## src/rtl/chip8_framebuffer_pkg.sv

```systemverilog
// rtl/chip8_framebuffer_pkg.sv - shared constants, FSM states and address helper for the CHIP-8 framebuffer
package chip8_framebuffer_pkg;

    localparam int SCR_W     = 64;
    localparam int SCR_H     = 32;
    localparam int FB_BYTES  = 256;
    localparam int ROW_BYTES = SCR_W / 8;

    typedef enum logic [2:0] {
        IDLE,
        CLEAR,
        FETCH,
        RD_LO,
        WR_LO,
        RD_HI,
        WR_HI,
        DONE
    } fb_state_e;

    // Eight bytes per 64-pixel row, so the byte address is simply {row, column byte}.
    function automatic logic [7:0] fb_byte_addr(input logic [4:0] row, input logic [2:0] col);
        return {row, col};
    endfunction

endpackage

```

## src/rtl/chip8_framebuffer_if.sv

```systemverilog
// rtl/chip8_framebuffer_if.sv - sprite row fetch handshake between framebuffer and sprite memory
interface chip8_framebuffer_if;

    logic       spr_req;
    logic [3:0] spr_idx;
    logic       spr_ack;
    logic [7:0] spr_data;

    modport master (
        output spr_req,
        output spr_idx,
        input  spr_ack,
        input  spr_data
    );

    modport slave (
        input  spr_req,
        input  spr_idx,
        output spr_ack,
        output spr_data
    );

endinterface

```

## src/rtl/chip8_fb_ram.sv

```systemverilog
// rtl/chip8_fb_ram.sv - 256x8 pixel store, one write port and two registered read ports
module chip8_fb_ram
    import chip8_framebuffer_pkg::*;
(
    input  logic       clk,
    input  logic       we,
    input  logic [7:0] waddr,
    input  logic [7:0] wdata,
    input  logic [7:0] raddr_a,
    output logic [7:0] rdata_a,
    input  logic [7:0] raddr_b,
    output logic [7:0] rdata_b
);

    logic [7:0] mem [FB_BYTES];
    logic [7:0] rdata_a_q;
    logic [7:0] rdata_b_q;

    // Reads sample the array before this edge's write lands, so same-byte collisions return old data.
    always_ff @(posedge clk) begin
        if (we) begin
            mem[waddr] <= wdata;
        end
        rdata_a_q <= mem[raddr_a];
        rdata_b_q <= mem[raddr_b];
    end

    assign rdata_a = rdata_a_q;
    assign rdata_b = rdata_b_q;

endmodule

```

## src/rtl/chip8_framebuffer.sv

```systemverilog
// rtl/chip8_framebuffer.sv - CHIP-8 64x32 monochrome framebuffer with CLS and XOR sprite draw engine
module chip8_framebuffer
    import chip8_framebuffer_pkg::*;
(
    input  logic                        CLOCK_50,
    input  logic                        reset,
    input  logic [10:0]                 screen_adr,
    output logic                        screen_data,
    input  logic                        clear_start,
    input  logic                        draw_start,
    input  logic [5:0]                  draw_x,
    input  logic [4:0]                  draw_y,
    input  logic [3:0]                  draw_n,
    chip8_framebuffer_if.master         spr,
    output logic                        busy,
    output logic                        done,
    output logic                        collision
);

    fb_state_e  state_q, state_d;
    logic [7:0] clr_cnt_q, clr_cnt_d;
    logic [5:0] x_q, x_d;
    logic [4:0] y_q, y_d;
    logic [3:0] n_q, n_d;
    logic [3:0] row_q, row_d;
    logic [7:0] spr_q, spr_d;
    logic       coll_q, coll_d;
    logic [2:0] pix_sel_q, pix_sel_d;

    logic       ram_we;
    logic [7:0] ram_waddr;
    logic [7:0] ram_wdata;
    logic [7:0] ram_raddr_a;
    logic [7:0] ram_rdata_a;
    logic [7:0] ram_rdata_b;

    logic [4:0] tgt_row;
    logic [2:0] col_lo;
    logic [2:0] col_hi;
    logic [2:0] shift;
    logic [7:0] lo_bits;
    logic [7:0] hi_bits;
    logic       last_row;

    chip8_fb_ram u_ram (
        .clk     (CLOCK_50),
        .we      (ram_we),
        .waddr   (ram_waddr),
        .wdata   (ram_wdata),
        .raddr_a (ram_raddr_a),
        .rdata_a (ram_rdata_a),
        .raddr_b (screen_adr[10:3]),
        .rdata_b (ram_rdata_b)
    );

    // Sprite geometry: rows wrap mod 32 via 5-bit add, the hi column wraps mod 8 via 3-bit add.
    always_comb begin
        tgt_row  = y_q + {1'b0, row_q};
        col_lo   = x_q[5:3];
        col_hi   = col_lo + 3'd1;
        shift    = x_q[2:0];
        lo_bits  = spr_q >> shift;
        hi_bits  = spr_q << (4'd8 - {1'b0, shift});
        last_row = (row_q == (n_q - 4'd1));
    end

    always_comb begin
        state_d     = state_q;
        clr_cnt_d   = clr_cnt_q;
        x_d         = x_q;
        y_d         = y_q;
        n_d         = n_q;
        row_d       = row_q;
        spr_d       = spr_q;
        coll_d      = coll_q;
        pix_sel_d   = screen_adr[2:0];
        ram_we      = 1'b0;
        ram_waddr   = 8'd0;
        ram_wdata   = 8'd0;
        ram_raddr_a = fb_byte_addr(tgt_row, (state_q == RD_HI) ? col_hi : col_lo);

        case (state_q)
            IDLE: begin
                if (clear_start) begin
                    clr_cnt_d = 8'd0;
                    state_d   = CLEAR;
                end else if (draw_start) begin
                    x_d     = draw_x;
                    y_d     = draw_y;
                    n_d     = draw_n;
                    row_d   = 4'd0;
                    coll_d  = 1'b0;
                    state_d = (draw_n == 4'd0) ? DONE : FETCH;
                end
            end
            CLEAR: begin
                ram_we    = 1'b1;
                ram_waddr = clr_cnt_q;
                ram_wdata = 8'h00;
                clr_cnt_d = clr_cnt_q + 8'd1;
                if (clr_cnt_q == 8'hFF) begin
                    state_d = DONE;
                end
            end
            FETCH: begin
                if (spr.spr_ack) begin
                    spr_d   = spr.spr_data;
                    state_d = RD_LO;
                end
            end
            RD_LO: begin
                state_d = WR_LO;
            end
            WR_LO: begin
                ram_we    = 1'b1;
                ram_waddr = fb_byte_addr(tgt_row, col_lo);
                ram_wdata = ram_rdata_a ^ lo_bits;
                if ((ram_rdata_a & lo_bits) != 8'd0) begin
                    coll_d = 1'b1;
                end
                if (shift != 3'd0) begin
                    state_d = RD_HI;
                end else if (last_row) begin
                    state_d = DONE;
                end else begin
                    row_d   = row_q + 4'd1;
                    state_d = FETCH;
                end
            end
            RD_HI: begin
                state_d = WR_HI;
            end
            WR_HI: begin
                ram_we    = 1'b1;
                ram_waddr = fb_byte_addr(tgt_row, col_hi);
                ram_wdata = ram_rdata_a ^ hi_bits;
                if ((ram_rdata_a & hi_bits) != 8'd0) begin
                    coll_d = 1'b1;
                end
                if (last_row) begin
                    state_d = DONE;
                end else begin
                    row_d   = row_q + 4'd1;
                    state_d = FETCH;
                end
            end
            DONE: begin
                state_d = IDLE;
            end
            default: begin
                state_d = IDLE;
            end
        endcase
    end

    // Reset lands in CLEAR so the screen is wiped without any outside help.
    always_ff @(posedge CLOCK_50) begin
        if (reset) begin
            state_q   <= CLEAR;
            clr_cnt_q <= 8'd0;
            x_q       <= 6'd0;
            y_q       <= 5'd0;
            n_q       <= 4'd0;
            row_q     <= 4'd0;
            spr_q     <= 8'd0;
            coll_q    <= 1'b0;
            pix_sel_q <= 3'd0;
        end else begin
            state_q   <= state_d;
            clr_cnt_q <= clr_cnt_d;
            x_q       <= x_d;
            y_q       <= y_d;
            n_q       <= n_d;
            row_q     <= row_d;
            spr_q     <= spr_d;
            coll_q    <= coll_d;
            pix_sel_q <= pix_sel_d;
        end
    end

    assign screen_data  = ram_rdata_b[3'd7 - pix_sel_q];
    assign spr.spr_req  = (state_q == FETCH);
    assign spr.spr_idx  = row_q;
    assign busy         = (state_q != IDLE);
    assign done         = (state_q == DONE);
    assign collision    = coll_q;

endmodule

```

## src/flat_wrapper.sv

```systemverilog
// flat-port wrapper written by rule: the top's interface ports become plain ports
module chip8_framebuffer_flat import chip8_framebuffer_pkg::*;
  (CLOCK_50, reset, screen_adr, screen_data, clear_start, draw_start, draw_x, draw_y, draw_n, busy, done, collision, spr_spr_req, spr_spr_idx, spr_spr_ack, spr_spr_data);
  chip8_framebuffer_if spr_i ();
  input  logic CLOCK_50;
  input  logic reset;
  input  logic [10:0] screen_adr;
  output logic screen_data;
  input  logic clear_start;
  input  logic draw_start;
  input  logic [5:0] draw_x;
  input  logic [4:0] draw_y;
  input  logic [3:0] draw_n;
  output logic busy;
  output logic done;
  output logic collision;
  output wire logic [$bits(spr_i.spr_req)-1:0] spr_spr_req;
  output wire logic [$bits(spr_i.spr_idx)-1:0] spr_spr_idx;
  input wire logic [$bits(spr_i.spr_ack)-1:0] spr_spr_ack;
  input wire logic [$bits(spr_i.spr_data)-1:0] spr_spr_data;
  assign spr_spr_req = spr_i.spr_req;
  assign spr_spr_idx = spr_i.spr_idx;
  assign spr_i.spr_ack = spr_spr_ack;
  assign spr_i.spr_data = spr_spr_data;
  chip8_framebuffer u_core (.CLOCK_50(CLOCK_50), .reset(reset), .screen_adr(screen_adr), .screen_data(screen_data), .clear_start(clear_start), .draw_start(draw_start), .draw_x(draw_x), .draw_y(draw_y), .draw_n(draw_n), .spr(spr_i), .busy(busy), .done(done), .collision(collision));
endmodule
```

## config.mk

```make
export PLATFORM = sky130hd
export DESIGN_NAME = chip8_framebuffer_flat
export DESIGN_NICKNAME = d
export VERILOG_FILES = /design/src/rtl/chip8_framebuffer_pkg.sv /design/src/rtl/chip8_framebuffer_if.sv /design/src/rtl/chip8_fb_ram.sv /design/src/rtl/chip8_framebuffer.sv /design/src/flat_wrapper.sv
export SDC_FILE = /design/constraint.sdc
export NUM_CORES = 2
export LEC_CHECK = 0
export ABC_AREA = 0
export BUFFER_PORTS_ARGS = -buffer_cell sky130_fd_sc_hd__buf_2
export CAP_MARGIN = 20
export CORE_MARGIN = 1
export CORE_UTILIZATION = 25
export CTS_BUF_LIST = sky130_fd_sc_hd__clkbuf_4 sky130_fd_sc_hd__clkbuf_8
export CTS_CLUSTER_SIZE = 24
export DETAILED_ROUTE_END_ITERATION = 6
export RECOVER_POWER = 25
export SLEW_MARGIN = 20
export SYNTH_ARGS = -nofsm -noshare
export SYNTH_HDL_FRONTEND = slang
export SYNTH_SLANG_ARGS = --single-unit
```

## constraint.sdc

```tcl
create_clock -name CLOCK_50 -period 11.12 [get_ports CLOCK_50]
set_input_delay 0.556 -clock CLOCK_50 [delete_from_list [all_inputs] [get_ports CLOCK_50]]
set_output_delay 0.556 -clock CLOCK_50 [all_outputs]
set_load 0.01 [all_outputs]
```

Word level (Yosys, flattened, before mapping)
Memory sizes are Yosys's and may differ from the RTL's. A register that Yosys moved wholly into a read port is not among the register bits. Cells that the tools add are included.

Bits in registers: 42. Memory bits (writable): 2048. Word-level logic and storage cells: 86. Memories: 1.

Memory list: u_core.u_ram.mem (depth 256, width 8, rd ports 2, clocked after Yosys merged registers in 2, write ports 1, RTL line chip8_fb_ram.sv:15) `logic [7:0] mem [FB_BYTES];`.

Add/subtract/negate cells: 7. Magnitude comparators: 1. Eq/ne operators: 18. Shift operators: 2. Muxes and demuxes: 28. Bitwise operators: 5. Reduce and logical (&&, ||, !) cells: 15.

Operators by type and width (count): $pmux 8 s2 (2); $mux 3 (8); $pmux 3 s8 (1); $pmux 8 s3 (1); $and 8x8->8 (2); $mux 4 (4); $reduce_bool 8->1 (2); $xor 8x8->8 (2); $eq 3x3->1 const B (4); $pmux 4 s3 (1); $reduce_bool 3->1 (3); $add 8x1->8 const B (1); $eq 8x8->1 const B (1); $mux 1 (8); $mux 8 (1); $ne 2x1->1 const B (4); $ne 2x2->1 const B (4); $shl 8x4->8 (1); $shr 8x3->8 (1); $eq 3x2->1 const B (2); $reduce_and 3->1 (2); $add 5x4->5 (1); $reduce_and 5->1 (1); $add 4x1->4 const B (1); 17 further kinds (18).

Depth between registers and ports, before layout
Word-level depth: 6. Mapped depth: 14.

By module
From an unflattened synthesis, not the netlist that was laid out.

Cell total of the unflattened synthesis: 5248. Area, all modules: 100162.3 um2.

Modules (own cells, without submodules): chip8_fb_ram (instances 1, cells each 4847, area each 96973.0 um2, sequential area each 61819.3 um2); chip8_framebuffer (instances 1, cells each 401, area each 3189.3 um2, sequential area each 840.8 um2).

Least setup slack after synthesis
No wires, ideal clock.

Kind: register -> register. Start point: register u_core.x_q[1]. End point: memory u_core.u_ram.mem[0][7] (data pin). Arrival: 8.290 ns. Setup slack: 1.442 ns. Stages on the path, launching flop included: 11. Buffers on the path: 2. Period minus slack after synthesis: 9.678 ns. Cells stage by stage: dfxtp_1 > buf_1 > inv_1 > ha_1 > clkbuf_1 > mux4_2 > mux2i_1 > nor2_1 > a21oi_1 > xor2_1 > nor2_1.

Longest elaborated chain between the ends: 4. Elaborated cells between the ends (all ways): 6. Classes of those cells: 1 x add/sub; 2 x shift; 1 x mux; 2 x bitwise.

RTL lines: start, declared (RTL line chip8_framebuffer.sv:22) `logic [5:0] x_q, x_d;`; start signal, assigned (RTL line chip8_framebuffer.sv:161) `x_q <= 6'd0;`; start signal, assigned (RTL line chip8_framebuffer.sv:171) `x_q <= x_d;`; $sub 4x3->4 (RTL line chip8_framebuffer.sv:63) `hi_bits = spr_q << (4'd8 - {1'b0, shift});`; $shl 8x4->8 (RTL line chip8_framebuffer.sv:63); $xor 8x8->8 (RTL line chip8_framebuffer.sv:136) `ram_wdata = ram_rdata_a ^ hi_bits;`; $pmux 8 s2 * (RTL line chip8_framebuffer.sv:82) `case (state_q)`; via u_core.ram_wdata[7] (RTL line chip8_framebuffer.sv:32) `logic [7:0] ram_wdata;`; end, declared (RTL line chip8_fb_ram.sv:15).

The timed path passes the listed nets; every way through them passes the cells marked *.

Worst setup path after layout
Start point: register u_core.x_q[0]. End point: memory u_core.u_ram.mem[84][3] (data pin).

The elaborated chain is that of the path after synthesis.

==> summary.md <==
| Metric | Value |
|---|---|
| Synthesized-area fraction occupied by adder cells | 0.124% |
| Initial antenna violation count | 49 |
| Slew of the pin with the lowest slew margin | between 3 and 4 ns |
| Most instantiated cells after synthesis | edfxtp_1, mux2i_1, mux4_2 |
| GRT Total Usage | 17.0% |
| Die H | 686 um |
| Syn. warnings | 0 |
| Max frequency | ~120 MHz |
| Pre-antenna DRT Iters | 7 |
| Drt total wl | 419000 um |
| DRC | 4 |
| Psw | approximately 3800 uW |
| Sequential share of power | 52.6% |
| Worst Clk Skew | approximately 0.11 ns |
| Yosys cell types | 60 |
| Worst R2R End | u_core.u_ram.mem[84][3] |
| # rows | 250 |
| Worst hold path cell count | 3 |
| #FFs+latches synth | between 2000 and 2500 |
| Leakage power | 0.0375 uW |
| Post-Syn Instances | around 8600 |
| Multiplexer share of the synthesized area | roughly a quarter |
| Avg Cell Area, Syn | roughly 14 sq um |
| Layout cells sized above 1 | between 10% and 20% |
| CTS tree | yes |
| Simple-gate share of the synthesized area | a little under 7% |
| Worst R2R Setup Slack | 3.09 ns |
| Worst slew margin relative to its limit | -166% |
| Starting Density | between 20% and 30% |
| CP Max Fanout | between 80 and 90 |
| Final hold vios | 0 |
| Max-Cap Viols | 23 |
| Worst setup SP type | register |
| Htree depth | 5 |
| Core Footprint | ~460000 sq um |
| Asr flop ratio synth | 0% |
| Crit. End Element | register |
| XOR/XNOR Fraction of Synth Area | less than 1% |
| Syn Nets | 8622 |
| Number of instances in the placed design | around 14000 |
| Largest area contributor in the synthesized netlist | edfxtp_1 |
| Top_reg_cell synth | edfxtp_1 |
| Max-slew violation total from the final report | 687 |
| Status | finished, violations left |
| IO Port Bufs | 47 |
| Clk_lat worst skew | 1.04 ns |
| Wire per inst | around 28 um |
| Vias in the first global route | 78456 |
| HP Start | draw_start |
| Tmin final | 8.03 ns |
| Via count | roughly 84000 |
| Setup violators final | 0 |
| First-pass GRT wire length | 589000 um |
| Root buffer cell | clkbuf_8 |
| Hold Path Class | input port to register |
| Synth top area share | 52.6% |
| Top-count cell post-synth | edfxtp_1 |
| Cts repair resizes | 0 |
| Setup TNS | 0 ns |
| DRT iter0 DRCs | between 10000 and 15000 |
| Crit path DAT | between 8 and 9 ns |
| Die span in x | ~690 um |
| Crit path kind | register to register |
| Area contributors post-synth | edfxtp_1, mux4_2, mux2i_1 |
| Gate power share | about 5% |
| Mapped Area | ~120000 sq um |
| Gp weighted congestion | around 0.91 |
| Sequential share of the synthesized area | 53.6% |
| CTS buffer count | approximately 360 |
| Post-synthesis compound-gate area fraction | a little over a tenth |
| Largest net degree at the start of global routing | roughly 180 |
| Failing checks | design-rule violations, max-capacitance violations, max-slew violations |
| Net Sw Frac | between 20% and 30% |
| Int Pwr | 12600 uW |
| Clk sinks | ~2100 |
| Hold EP | u_core.state_q[2] |
| Final period utilization | between 70% and 80% |
| R2R Path Start | u_core.x_q[0] |
| Clock power share | between 40 and 50% |
| Worst Reg-to-Reg Cells | 10 |
| Nets | approximately 8400 |
| Peak supply drop | between 0.1 and 0.15 mV |
| # IOs | 48 |
| HPWL Detailed | 262000 um |
| P&R area growth vs syn | 11.6% |
| Number of synthesized flops with an enable pin | 2048 |
| Final antenna-violating net count | 0 |
| CTS Buffer Depth | 4 |
| DIE AREA | around 470000 sq um |
| Reg clk slew, reported paths | ~0.06 ns |
| Post-Layout Cell Count | approximately 15000 |
| Main combinational cell family by area after synthesis | multiplexers |
| Vias per inst | 5.68 |
| RSZ-0062 raised after global routing | false |
| WP data required | 11.75 ns |
| Global route overflow | 0 |
| Power per cell area | 126 nW/um^2 |
## cells in the final DEF, fill, tap and decap left out, types with 10 or more instances in the layout
cell and instances:
xnor2_1 11, a221oi_1 54, xor2_1 10, or4_1 23
o31ai_1 35, a21oi_1 292, edfxtp_1 2048, o221ai_1 14
inv_1 17, a21o_1 16, a22oi_1 26, o22a_1 10
a32o_1 68, buf_2 34, a211oi_1 466, mux2i_1 1333
nor4_1 65, clkbuf_4 116, nand2_1 588, nand4_1 16
mux2_2 74, nand2_2 12, mux4_2 698, o22ai_1 570
dlygate4sd3_1 26, nor2b_1 316, dfxtp_1 56, nor2_1 337
a32oi_1 135, o21ai_0 70, diode_2 24, clkinv_1 80
nor3_1 275, buf_4 123, buf_12 28, clkinv_2 43
clkbuf_8 372, clkbuf_1 42
## registers in the layout, summed over array words and instances (netlist names)
register              count
u_core.state_q            3
u_core.spr.spr_idx        4
u_core.collision          1
u_core.x_q                6
u_core.y_q                5
u_core.u_ram.rdata_a      8
u_core.clr_cnt_q          8
u_core.spr_q              8
u_core.u_ram.mem       2048
u_core.u_ram.rdata_b      8
u_core.pix_sel_q          3
u_core.n_q                4
## worst max-delay path, cell delays in order (launching register included)
cell and delay (ns):
dfxtp_1 0.83, clkinv_1 0.41, ha_1 0.64, mux2i_1 0.30
mux2i_1 0.16, nand3_1 0.10, o21ai_0 0.14, xnor2_1 0.20
nor2_1 1.12, clkbuf_1 2.51, buf_4 1.09
## power by group through the flow
stage	clock network (uW)	registers (uW)	logic [uW]
after floorplan	0	8770	457
after global placement	0	8790	771
after detailed placement	0	8790	767
after CTS	7040	8620	779
after global routing	7350	8620	806
final	6990	8620	799
## cell families after synthesis
kind of cell	Yosys count
and+or+nand+nor	1705
muxes	2106
buffers and inverters	822
adders and majority gates	11
xor gates and xnor gates	23
AOI/OAI and AO/OA	1799
DFF	2106
## how the worst max path moves through the flow
stage,from,to,slack [ns],cells past startpoint
CTS,u_core.x_q[4],u_core.u_ram.rdata_a[7],5.15,11
global placement,u_core.spr.spr_idx[0],u_core.u_ram.mem[127][3],4.86,11
detailed placement,u_core.x_q[4],u_core.u_ram.rdata_a[7],5.11,11
finish,u_core.x_q[0],u_core.u_ram.mem[84][3],3.09,10
global route,u_core.x_q[0],u_core.u_ram.mem[112][3],2.85,10
floorplan,u_core.x_q[1],u_core.u_ram.mem[0][7],1.44,10
## layout make-up
cell class,count,area [sq um]
antenna,24,60.1
clock buffer,488,5990
clock inverter,141,846
fill,46757,334000
inverter,18,67.6
multi-input combinational,5644,50800
sequential,2106,62700
tap,6174,7720
timing repair buffer,259,2170
## timing repair
| item | CTS | global route |
|---|---|---|
| endpoints found under the hold margin | 26 | 0 |
| setup buffers | 0 | 0 |
| hold buffers | 26 | 0 |
## layer usage
layer / global-route usage (%) / part of all wire, %
met1: 23.2 / 40
met4: 6.71 / 4.1
met2: 25.3 / 44
met3: 4.78 / 12
met5: 0 / 0.046
## stage by stage
stage	hold WS (ns)	instance area (sq um)	utilization, %	total power [uW]	setup WS, ns
after global routing	0.0812	130000	28.1	16800	2.85
final	0.106	130000	28.1	16400	3.09
after floorplan	0.440	117000	-	9220	1.44
after detailed placement	0.456	123000	26.6	9550	5.11
after global placement	0.454	123000	26.5	9560	4.86
after CTS	0.0236	130000	28.1	16400	5.15
Power figures use the tool's default switching activity.
